## src/rtl/dcache_arb_pkg.sv

```systemverilog
// Shared types for the dcache request arbiter: FSM state encoding and the
// registered request bundle presented to the dcache port.
package dcache_arb_pkg;

  localparam int unsigned ARB_ADDR_W = 32;
  localparam int unsigned ARB_DATA_W = 32;
  localparam int unsigned ARB_SEL_W  = 4;

  typedef enum logic [1:0] {
    IDLE,
    LOAD_BUSY,
    STORE_BUSY
  } arb_state_e;

  // Field widths are fixed here, so the arbiter parameters must match them
  typedef struct packed {
    logic [ARB_ADDR_W-1:0] addr;
    logic [ARB_DATA_W-1:0] wdata;
    logic [ARB_SEL_W-1:0]  sel_byte;
    logic                  w_en;
  } dcache_req_t;

endpackage

```

## src/rtl/dcache_req_arbiter.sv

```systemverilog
// Merges LSU loads and store-buffer drains onto the single dcache port; loads win
// unless the store targets the same word. Define ARB_STARVE_GUARD_EN to bound store starvation.
module dcache_req_arbiter
  import dcache_arb_pkg::*;
#(
  parameter int unsigned ADDR_WIDTH     = ARB_ADDR_W,
  parameter int unsigned DATA_WIDTH     = ARB_DATA_W,
  parameter int unsigned BYTE_SEL_WIDTH = ARB_SEL_W,
  parameter int unsigned STARVE_LIMIT   = 4
) (
  input  logic                      clk,
  input  logic                      rst_n,
  input  logic [ADDR_WIDTH-1:0]     lsu2arb_addr,
  input  logic                      lsu2arb_req,
  output logic [DATA_WIDTH-1:0]     arb2lsu_rdata,
  output logic                      arb2lsu_ack,
  input  logic [ADDR_WIDTH-1:0]     stb2arb_addr,
  input  logic [DATA_WIDTH-1:0]     stb2arb_wdata,
  input  logic [BYTE_SEL_WIDTH-1:0] stb2arb_sel_byte,
  input  logic                      stb2arb_req,
  output logic                      arb2stb_ack,
  output logic [ADDR_WIDTH-1:0]     arb2dcache_addr,
  output logic [DATA_WIDTH-1:0]     arb2dcache_wdata,
  output logic [BYTE_SEL_WIDTH-1:0] arb2dcache_sel_byte,
  output logic                      arb2dcache_w_en,
  output logic                      arb2dcache_req,
  input  logic [DATA_WIDTH-1:0]     dcache2arb_rdata,
  input  logic                      dcache2arb_ack
);

  localparam int unsigned WORD_OFF = $clog2(BYTE_SEL_WIDTH);

  arb_state_e  state;
  dcache_req_t req_q;
  dcache_req_t load_req;
  dcache_req_t store_req;
  logic        hazard;
  logic        starve;
  logic        any_req;
  logic        grant_store;

  // Same-word hazard: the store must drain first or the load would see stale data
  assign hazard      = (lsu2arb_addr[ADDR_WIDTH-1:WORD_OFF] == stb2arb_addr[ADDR_WIDTH-1:WORD_OFF]);
  assign any_req     = lsu2arb_req | stb2arb_req;
  assign grant_store = stb2arb_req & (~lsu2arb_req | hazard | starve);

  assign load_req  = '{addr: lsu2arb_addr, wdata: '0, sel_byte: '1, w_en: 1'b0};
  assign store_req = '{addr: stb2arb_addr, wdata: stb2arb_wdata,
                       sel_byte: stb2arb_sel_byte, w_en: 1'b1};

`ifdef ARB_STARVE_GUARD_EN
  localparam int unsigned CNT_W = $clog2(STARVE_LIMIT + 1);

  logic [CNT_W-1:0] starve_cnt;

  assign starve = (starve_cnt == CNT_W'(STARVE_LIMIT));

  // Counts loads that overtook a waiting store; saturates at the limit
  always_ff @(posedge clk or negedge rst_n) begin
    if (!rst_n) begin
      starve_cnt <= '0;
    end else if (state == IDLE && any_req) begin
      if (grant_store) begin
        starve_cnt <= '0;
      end else if (stb2arb_req && !starve) begin
        starve_cnt <= starve_cnt + 1'b1;
      end
    end
  end
`else
  assign starve = 1'b0;
`endif

  always_ff @(posedge clk or negedge rst_n) begin
    if (!rst_n) begin
      state          <= IDLE;
      req_q          <= '0;
      arb2dcache_req <= 1'b0;
    end else begin
      case (state)
        IDLE: begin
          if (any_req) begin
            req_q          <= grant_store ? store_req : load_req;
            arb2dcache_req <= 1'b1;
            state          <= grant_store ? STORE_BUSY : LOAD_BUSY;
          end
        end
        LOAD_BUSY, STORE_BUSY: begin
          if (dcache2arb_ack) begin
            arb2dcache_req <= 1'b0;
            state          <= IDLE;
          end
        end
        default: begin
          state          <= IDLE;
          arb2dcache_req <= 1'b0;
        end
      endcase
    end
  end

  assign arb2dcache_addr     = req_q.addr;
  assign arb2dcache_wdata    = req_q.wdata;
  assign arb2dcache_sel_byte = req_q.sel_byte;
  assign arb2dcache_w_en     = req_q.w_en;

  // Completion is steered to whichever requester owns the in-flight access
  assign arb2lsu_ack   = dcache2arb_ack & (state == LOAD_BUSY);
  assign arb2stb_ack   = dcache2arb_ack & (state == STORE_BUSY);
  assign arb2lsu_rdata = (state == LOAD_BUSY) ? dcache2arb_rdata : '0;

endmodule

```

## config.mk

```make
export PLATFORM = sky130hd
export DESIGN_NAME = dcache_req_arbiter
export DESIGN_NICKNAME = d
export VERILOG_FILES = /design/src/rtl/dcache_arb_pkg.sv /design/src/rtl/dcache_req_arbiter.sv
export SDC_FILE = /design/constraint.sdc
export NUM_CORES = 1
export LEC_CHECK = 0
export CORE_MARGIN = 5
export CORE_UTILIZATION = 35
export DETAILED_ROUTE_END_ITERATION = 6
export GPL_TIMING_DRIVEN = 0
export PLACE_DENSITY_LB_ADDON = 0.25
export SKIP_CTS_REPAIR_TIMING = 1
export SLEW_MARGIN = 20
export SYNTH_ARGS = -nofsm -noshare
export SYNTH_HDL_FRONTEND = slang
export SYNTH_SLANG_ARGS = --single-unit
```

## constraint.sdc

```tcl
create_clock -name clk -period 1.75 [get_ports clk]
set_clock_uncertainty 0.1 [all_clocks]
set_input_delay 0.35 -clock clk [delete_from_list [all_inputs] [get_ports clk]]
set_output_delay 0.35 -clock clk [all_outputs]
set_load 0.03 [all_outputs]
```

==> impl_metrics.tcl <==
set metrics [dict create \
    synth_top_area_share 0.438 \
    r2r_slack_ps -210 \
    clk_latency_ps 350 \
    cts-htree-levels 3 \
    syn_area_um2 4110 \
    fp.dieH_um 118 \
    yosysSeqAreaShare 0.438 \
    preCtsSetupSlack_ps -1130 \
    worstMarginPinSlew_ps 1020 \
    end_kind "flop" \
    tns_ps -16140 \
    min_path_type "input pin to flop" \
    cap_violations 0 \
    avgViaCountPerCell 6.09 \
    drc 0 \
    cts_sinks 72 \
    dieWidth_um 118 \
    overflow 0 \
    start_util 0.358 \
    cp_cell_sequence "dlymetal6s2s_1 -> xnor2_1 -> nand4_1 -> or4_4 -> buf_12 -> clkbuf_16 -> o2111ai_4 -> nand3_2" \
    grt_max_degree 43 \
    track_usage 0.238 \
    io_buffers 239 \
    async_flop_share 1.00 \
    coreArea_um2 11500 \
    critPathSlowestCell "or4_4" \
    syn_area_per_cell_um2 9.72 \
    critical_path_class "input pin to flop" \
    crit_fanout 8 \
    utilization 0.747 \
    gp_congestion 0.887 \
    ant_nets 0 \
    vias 5173 \
    max-slew-margin-rel 0.318 \
    synth_area_leaders "dfrtp_1 44%, a32o_1 7.8%, o2111ai_1 7.0%" \
    cts_root_buffer "clkbuf_16" \
    slowest_delay_ps 550 \
    fmaxAchievable_mhz 491 \
    grt_pass1_wl_mm 26.7 \
    slew_viol_final 0 \
    area_delta_synth_final_pct 108 \
    hold_viol 0 \
    io_pins 241 \
    p_leak_nw 4.64 \
    drt_iter0_drc 507 \
    nets 841 \
    setup_violations 102 \
    crit_arrival_ps 2160 \
    wl_mm 20.4 \
    yosysUniqueCellTypes 29 \
    grt_pass1_vias 4972 \
    rows 39 \
    yosysTopAreaCell "dfrtp_1" \
    powerDensity_nw_per_um2 1370 \
    ir_worst_vdd_uv 1030 \
    dpl.hpwl_mm 13.2 \
    dieArea_um2 14000 \
    fillers 751 \
    synth-seq-cells 72 \
    fin_ws_ps -285 \
    wl_per_cell_um 24.1 \
    path_clk_slew_ps 60 \
    cts_max_path_buffers 2 \
    syn_inst 423 \
    firstDrtPassIters 6 \
    violations "negative setup slack" \
    start_kind "input pin" \
    status "complete, but fails checks" \
    cts_buffers 9 \
    grt_antenna_before_repair 0 \
    finalCritPeriodShare 1.16 \
    rsz0062_at_grt "yes" \
    drive_gt1_frac 0.352 \
    yosysWarnings 0 \
    synth_edf_count 0 \
    ys.flop_type "dfrtp_1" \
    cts_tree "built" \
    synth_fp_nets 563 \
    cp.required_ps 1880 \
    min_period_ps 2040 \
]
worst max-delay path: cells and delay by family:
family          cells  cell delay (ps)
compound gates      1              240
simple gates        3              870
buf+inv             3              510
xor+xnor            1              190
sequential cells by signal (all words and copies together) (netlist names):
name / flops
arb2dcache_addr: 32
arb2dcache_wdata: 32
arb2dcache_sel_byte: 4
state: 2
arb2dcache_req: 1
arb2dcache_w_en: 1
area by class of cell:
class / count / area [um2] / share of cell area
antenna: 1 / 2.50 / 0.000292
buffer: 50 / 464 / 0.0542
clock buffer: 10 / 229 / 0.0267
clock inverter: 5 / 58.8 / 0.00687
inverter: 6 / 22.5 / 0.00263
multi-input combinational: 295 / 2810 / 0.329
sequential: 72 / 1800 / 0.210
tap: 143 / 179 / 0.0209
timing repair buffer: 267 / 2990 / 0.350
per-stage QoR:
step | std cells | hold slack (ps) | power (mW) | instance area (um2)
6_report | 849 | 170 | 11.7 | 8570
5_1_grt | 848 | 170 | 12.2 | 8560
4_1_cts | 821 | -149 | 10.9 | 7120
3_5_place_dp | 806 | 223 | 9.02 | 6830
3_3_place_gp | 805 | 369 | 8.91 | 6820
2_1_floorplan | 423 | -45.6 | 6.17 | 4250
Yosys cell counts (5+ instances only):
library cell and count:
dfrtp_1 72, nand4_1 39, clkbuf_1 38, and2_1 34, nand3_1 34, o2111ai_1 33
a21oi_1 32, a32o_1 32, and3_1 32, xnor2_1 30, buf_2 7, inv_1 6
nor2_1 6, a31oi_1 5
report_power, final:
part           internal, mW  leakage [nW]  total, mW  switching (mW)
logic                  2.89          3.60       7.09            4.19
clock network          1.10         0.135       1.85           0.754
registers              2.34         0.913       2.76           0.415
total                  6.33          4.64       11.7            5.36
layer usage:
layer | GRT usage | routed length [um] | vias to the layer above
met5 | 0 | 0 | -
met3 | 0.105 | 2060 | 96
met4 | 0.0996 | 1010 | 0
met1 | 0.278 | 7180 | 2496
li1 | - | - | 2212
met2 | 0.380 | 10200 | 369
cells in the final DEF (no fill, tap or decap), types with 3 or more instances in the layout:
cell	instances
a21oi_1	30
a31oi_4	3
a32o_1	32
and2_1	32
and3_1	32
buf_12	12
buf_2	6
buf_4	20
buf_6	60
buf_8	7
clkbuf_1	6
clkbuf_16	19
clkbuf_2	35
clkbuf_4	4
clkdlybuf4s50_1	73
dfrtp_1	72
dlymetal6s2s_1	83
inv_1	5
nand3_1	26
nand3_2	8
nand4_1	39
nor2_1	6
o2111ai_2	21
o2111ai_4	12
xnor2_1	5
xnor2_2	18
xnor2_4	7
path summary, 6_finish.rpt:
check	start	endpoint	cells after the start
worst min-delay path	stb2arb_addr[7]	arb2dcache_addr[7]	3
max in group asynchronous	rst_n	arb2dcache_wdata[9]	3
min in group asynchronous	rst_n	arb2dcache_addr[1]	2
worst min register to register	arb2dcache_wdata[22]	arb2dcache_wdata[22]	1
worst max-delay path	stb2arb_addr[15]	arb2dcache_addr[17]	8
worst max register to register	state[0]	arb2dcache_addr[28]	7
logic make-up after synthesis:
| logic type | count (synthesis) | share of synthesized area |
|---|---|---|
| AOI/OAI and AO/OA | 108 | 0.205 |
| xor gates and xnor gates | 30 | 0.0639 |
| adders and majority gates | 3 | 0.00913 |
| buffers and inverters | 56 | 0.0597 |
| DFF | 72 | 0.438 |
| and+or+nand+nor | 154 | 0.223 |
No activity file was read; power rests on OpenSTA's default activity.
